--- config.mk ---
export PLATFORM = sky130hd
export DESIGN_NAME = prio_encoder_rr
export DESIGN_NICKNAME = d
export VERILOG_FILES = /design/src/rtl/prio_encoder_rr.sv
export SDC_FILE = /design/constraint.sdc
export NUM_CORES = 1
export LEC_CHECK = 0
export CORE_AREA = 3 3 40 42
export DETAILED_ROUTE_END_ITERATION = 8
export DIE_AREA = 0 0 43 45
export GPL_TIMING_DRIVEN = 0
export HOLD_SLACK_MARGIN = 0.15
export PLACE_DENSITY = 0.61
export SETUP_SLACK_MARGIN = 0.1
export SYNTH_ARGS = -nofsm -noshare
export SYNTH_HDL_FRONTEND = slang
export SYNTH_SLANG_ARGS = --single-unit
export TNS_END_PERCENT = 1
--- constraint.sdc ---
create_clock -name clk -period 1.2 [get_ports clk]
set_clock_uncertainty 0.1 [all_clocks]
set_input_delay 0.12 -clock clk [delete_from_list [all_inputs] [get_ports clk]]
set_output_delay 0.12 -clock clk [all_outputs]
set_load 0.1 [all_outputs]
--- src/rtl/prio_encoder_rr.sv ---
// prio_encoder_rr: priority encoder with a single-entry registered output stage.
//
// Encodes the request vector x into the index y of the winning request. In
// MODE 0 the highest set bit wins. In MODE 1 a round-robin pointer selects the
// first set bit at or above the pointer, wrapping past N-1 back to 0. After a
// nonzero request wins, the pointer advances to just past the winner.
//
// Ports:
//   clk        rising-edge clock
//   rst        synchronous active-high reset
//   x          request vector, sampled on in_valid && in_ready
//   in_valid   x is valid this cycle
//   in_ready   block can accept x this cycle (combinational)
//   y          encoded index of the winning request
//   none       accepted vector was all zeros (y is then 0)
//   out_valid  y/none hold a result
//   out_ready  consumer takes the result this cycle
module prio_encoder_rr #(
    parameter int unsigned N    = 8,
    parameter int unsigned W    = $clog2(N),
    parameter int unsigned MODE = 0
) (
    input  logic         clk,
    input  logic         rst,
    input  logic [N-1:0] x,
    input  logic         in_valid,
    output logic         in_ready,
    output logic [W-1:0] y,
    output logic         none,
    output logic         out_valid,
    input  logic         out_ready
);

    localparam logic [W:0]   NumReq  = (W + 1)'(N);
    localparam logic [W-1:0] LastIdx = W'(N - 1);

    logic [W-1:0]   p_q;
    logic [W-1:0]   y_q;
    logic           none_q;
    logic           out_valid_q;

    logic           accept;
    logic           any;
    logic [W-1:0]   hi_idx;
    logic [2*N-1:0] dbl;
    logic [N-1:0]   rot;
    logic [W-1:0]   rr_off;
    logic [W:0]     rr_sum;
    logic [W-1:0]   win;
    logic [W-1:0]   p_next;

    // Single-entry output register: free whenever it is empty or being drained.
    assign in_ready = !out_valid_q || out_ready;
    assign accept   = in_valid && in_ready;

    always_comb begin
        any = |x;

        // Fixed priority: later (higher) set bits overwrite earlier ones.
        hi_idx = '0;
        for (int i = 0; i < int'(N); i++) begin
            if (x[i]) begin
                hi_idx = W'(i);
            end
        end

        // Round-robin: rotate x so the pointer position lands at bit 0, take
        // the lowest set bit, then map the offset back to an absolute index.
        dbl    = {x, x} >> p_q;
        rot    = dbl[N-1:0];
        rr_off = '0;
        for (int i = int'(N) - 1; i >= 0; i--) begin
            if (rot[i]) begin
                rr_off = W'(i);
            end
        end
        rr_sum = {1'b0, p_q} + {1'b0, rr_off};
        if (rr_sum >= NumReq) begin
            rr_sum = rr_sum - NumReq;
        end

        if (!any) begin
            win = '0;
        end else if (MODE == 0) begin
            win = hi_idx;
        end else begin
            win = rr_sum[W-1:0];
        end

        // Explicit wrap so non-power-of-two N never points past N-1.
        p_next = (win == LastIdx) ? '0 : win + 1'b1;
    end

    always_ff @(posedge clk) begin
        if (rst) begin
            out_valid_q <= 1'b0;
            y_q         <= '0;
            none_q      <= 1'b0;
            p_q         <= '0;
        end else begin
            if (accept) begin
                out_valid_q <= 1'b1;
                y_q         <= win;
                none_q      <= !any;
                // Pointer only moves on a real winner; MODE 0 keeps it at 0.
                if (MODE == 1 && any) begin
                    p_q <= p_next;
                end
            end else if (out_ready) begin
                out_valid_q <= 1'b0;
            end
        end
    end

    assign y         = y_q;
    assign none      = none_q;
    assign out_valid = out_valid_q;

endmodule

==> impl_results.md <==
- Synth-to-Final Area Change: 84.8%
- Final wirelength: 618 um
- Fmax: 906 MHz
- Yosys reg bits: 5
- Clk_lat worst skew: around 0.23 ns
- Post-synth cell types: 17
- Hold Buf Count CTS: 0
- Cell Count Post-Placement: 63
- Design area: 518 um^2
- Die H: between 40 and 50 um
- Buffers and inverters on the worst path: 1
- Post-DP HPWL: 501 um
- Total grt overflow: 0
- Reg clk slew, reported paths: 0.04 ns
- CTS H-tree depth: 1
- Via count: 297
- Clock Path Buffers: 2
- CP max stage cell: dfxtp_4
- Relative slew slack: 81.5%
- Fin. Hold Viols: 0
- Post-route setup TNS: 0 ns
- Critical-path maximum fanout: 6
- Gr usage total: under 10%
- Avg Inst Size Synth: 9.04 um^2
- Outcome: completed
- WS Path Type: reg -> reg
- Crit path capture type: flop
- Placed inst area: about 480 um^2
- CP Cell Sequence: nand2b_4, and2_4, buf_6, nor3b_2, a31o_1
- PortBufs: 17
- Vias per Instance: 4.30
- Layout Cells excl Fill: 69
- PwrDens: 1150 nW/um^2
- TritonRoute pass-1 iters: 4
- Clock sinks: 5
- CP peak stage delay: 0.34 ns
- First-pass GRT wire length: 1010 um
- Crit start category: flop
- Final #Nets: 67
- Sequential area share after synthesis: 35.7%
- CTS root buf: clkbuf_4
- Avg WL per Cell: ~9 um
- Peak supply drop: roughly 0.35 mV
- Antenna violations before repair: 0
- Ports: 18
- DRT iter0 DRCs: 4
- Ant diodes: 0
- Syn Std Cell Area: 280 um^2
- Share of layout cells above drive strength 1: 37.0%
- Gpl congestion: between 0.6 and 0.7
- Tmin final: 1.10 ns
- CP top delay family: flip-flops
- Synth warn: 0
- DRC Markers: 0
- Die X: 43 um
- Die Area: 1940 um^2
- Core Region: about 1300 um^2
- Vias in the first global route: 279
- RSZ-0062 raised after global routing: yes
- Row count: 13
- CTS tree: built
- Arrival @ worst endpoint: 1.13 ns
- Cells after Synth: 31
- Min-delay worst type: in -> reg
- Max capacitance violation total: 0
- Final WS setup: 0.0963 ns
- Detail Route Antenna Nets: 0
- Total CTS buffers: 3
- Initial Util: a little over a fifth
- Leak pwr: 0.000232 uW
- Pin count of the biggest net entering global routing: 7
- FILL cells: between 100 and 150
- Tightest Pin Transition: 0.280 ns
- Synth Net Count: 43
- Worst Path Required: approximately 1.2 ns
- Setup WS pre-CTS: -0.859 ns
- Period utilization: between 90% and 100%
- Final number of setup-violating endpoints: 0
- Max-slew violations: 0
==> cell families after synthesis <==
kind of cell | after synthesis | share of synthesized area [%]
AND/OR/NAND/NOR | 15 | 37.9
AO/OA/AOI/OAI | 7 | 18.3
flip-flops | 5 | 35.7
buffers and inverters | 4 | 8.04
==> metrics by stage <==
step / hold WS [ns] / power, uW / util [%]
2_1_floorplan: 0.0794 / 334 / -
3_3_place_gp: 0.385 / 414 / 37.0
3_5_place_dp: 0.384 / 415 / 37.0
4_1_cts: 0.228 / 606 / 39.0
5_1_grt: 0.253 / 628 / 40.3
6_report: 0.225 / 598 / 40.3
==> cells in the final DEF, fill, tap and decap left out <==
| cell type | instances |
|---|---|
| buf_4 | 7 |
| nor2_1 | 6 |
| clkdlybuf4s50_1 | 6 |
| dlygate4sd2_1 | 4 |
| dfxtp_1 | 4 |
| inv_1 | 3 |
| a21oi_1 | 3 |
| clkbuf_4 | 3 |
| nor3_1 | 2 |
| nand2b_4 | 1 |
| o31ai_1 | 1 |
| nor4_4 | 1 |
| nand3_2 | 1 |
| nand2_1 | 1 |
| and2_4 | 1 |
| buf_6 | 1 |
| nor3b_2 | 1 |
| a31o_1 | 1 |
| a211oi_1 | 1 |
| a211oi_2 | 1 |
| nor4_2 | 1 |
| clkbuf_1 | 1 |
| dlymetal6s2s_1 | 1 |
| dfxtp_4 | 1 |
| buf_12 | 1 |
==> Yosys cell counts <==
cell      count  area, um^2
a31o_1        1        8.76
and2_1        1        6.26
inv_1         3        11.3
nand2b_4      1        13.8
nand2_1       1        3.75
o31ai_1       1        7.51
dfxtp_1       5         100
nor2_1        6        22.5
nor3_1        2        10.0
nand3_2       1        10.0
nor4_4        1        21.3
nor3b_2       1        12.5
a211oi_2      1        12.5
nor4_1        1        6.26
a211oi_1      1        7.51
buf_6         1        11.3
a21oi_1       3        15.0
==> final timing paths <==
path / start / slack, ns / cells past startpoint / end
setup / recovery: out_valid$_SDFFE_PP0P_ / 0.1 / 5 / y[0]$_SDFFE_PP0P_
hold / removal: out_ready / 0.23 / 3 / out_valid$_SDFFE_PP0P_
setup reg to reg: out_valid$_SDFFE_PP0P_ / 0.1 / 5 / y[0]$_SDFFE_PP0P_
hold reg to reg: y[1]$_SDFFE_PP0P_ / 0.39 / 2 / y[1]$_SDFFE_PP0P_
==> worst reg2reg max path, delay by kind of cell (launching register included) <==
family | cells | cell delay (ns)
buffers and inverters | 1 | 0.11
AND/OR/NAND/NOR | 3 | 0.27
flip-flops | 1 | 0.34
AO/OA/AOI/OAI | 1 | 0.18
==> flip-flops by register name, indices dropped and copies added, names as in the netlist <==
signal,count
y,3
none,1
out_valid,1
==> power breakdown <==
part	leakage [uW]	internal [uW]	switching, uW
registers	0.0000421	179	7.08
clock network	0.0000150	125	62.1
logic	0.000175	76.3	148
==> layer usage <==
metal	vias to the layer above	wire length, um	GRT usage, %
met5	-	0	0
met4	0	0	5.42
met3	0	49	1.20
met2	12	311	12.0
met1	127	257	7.73
li1	158	-	-
==> timing repair <==
| item | in CTS | in global routing |
|---|---|---|
| setup buffers | 1 | 1 |
| setup endpoints to repair | 9 | 6 |
| pin swaps | 1 | 2 |
| endpoints found under the hold margin | 0 | 0 |
| resized for setup | 43 | 2 |
==> final cells by class <==
| type | count | area, um^2 | share of cell area, % |
|---|---|---|---|
| multi-input cells | 22 | 166 | 32.1 |
| well taps | 15 | 18.8 | 3.62 |
| repair buffers | 19 | 180 | 34.8 |
| flip-flops and latches | 5 | 104 | 20.0 |
| clock buffers | 4 | 26.3 | 5.07 |
| inverters | 3 | 11.3 | 2.17 |
| plain buffers | 1 | 11.3 | 2.17 |
Power figures use the tool's default switching activity.
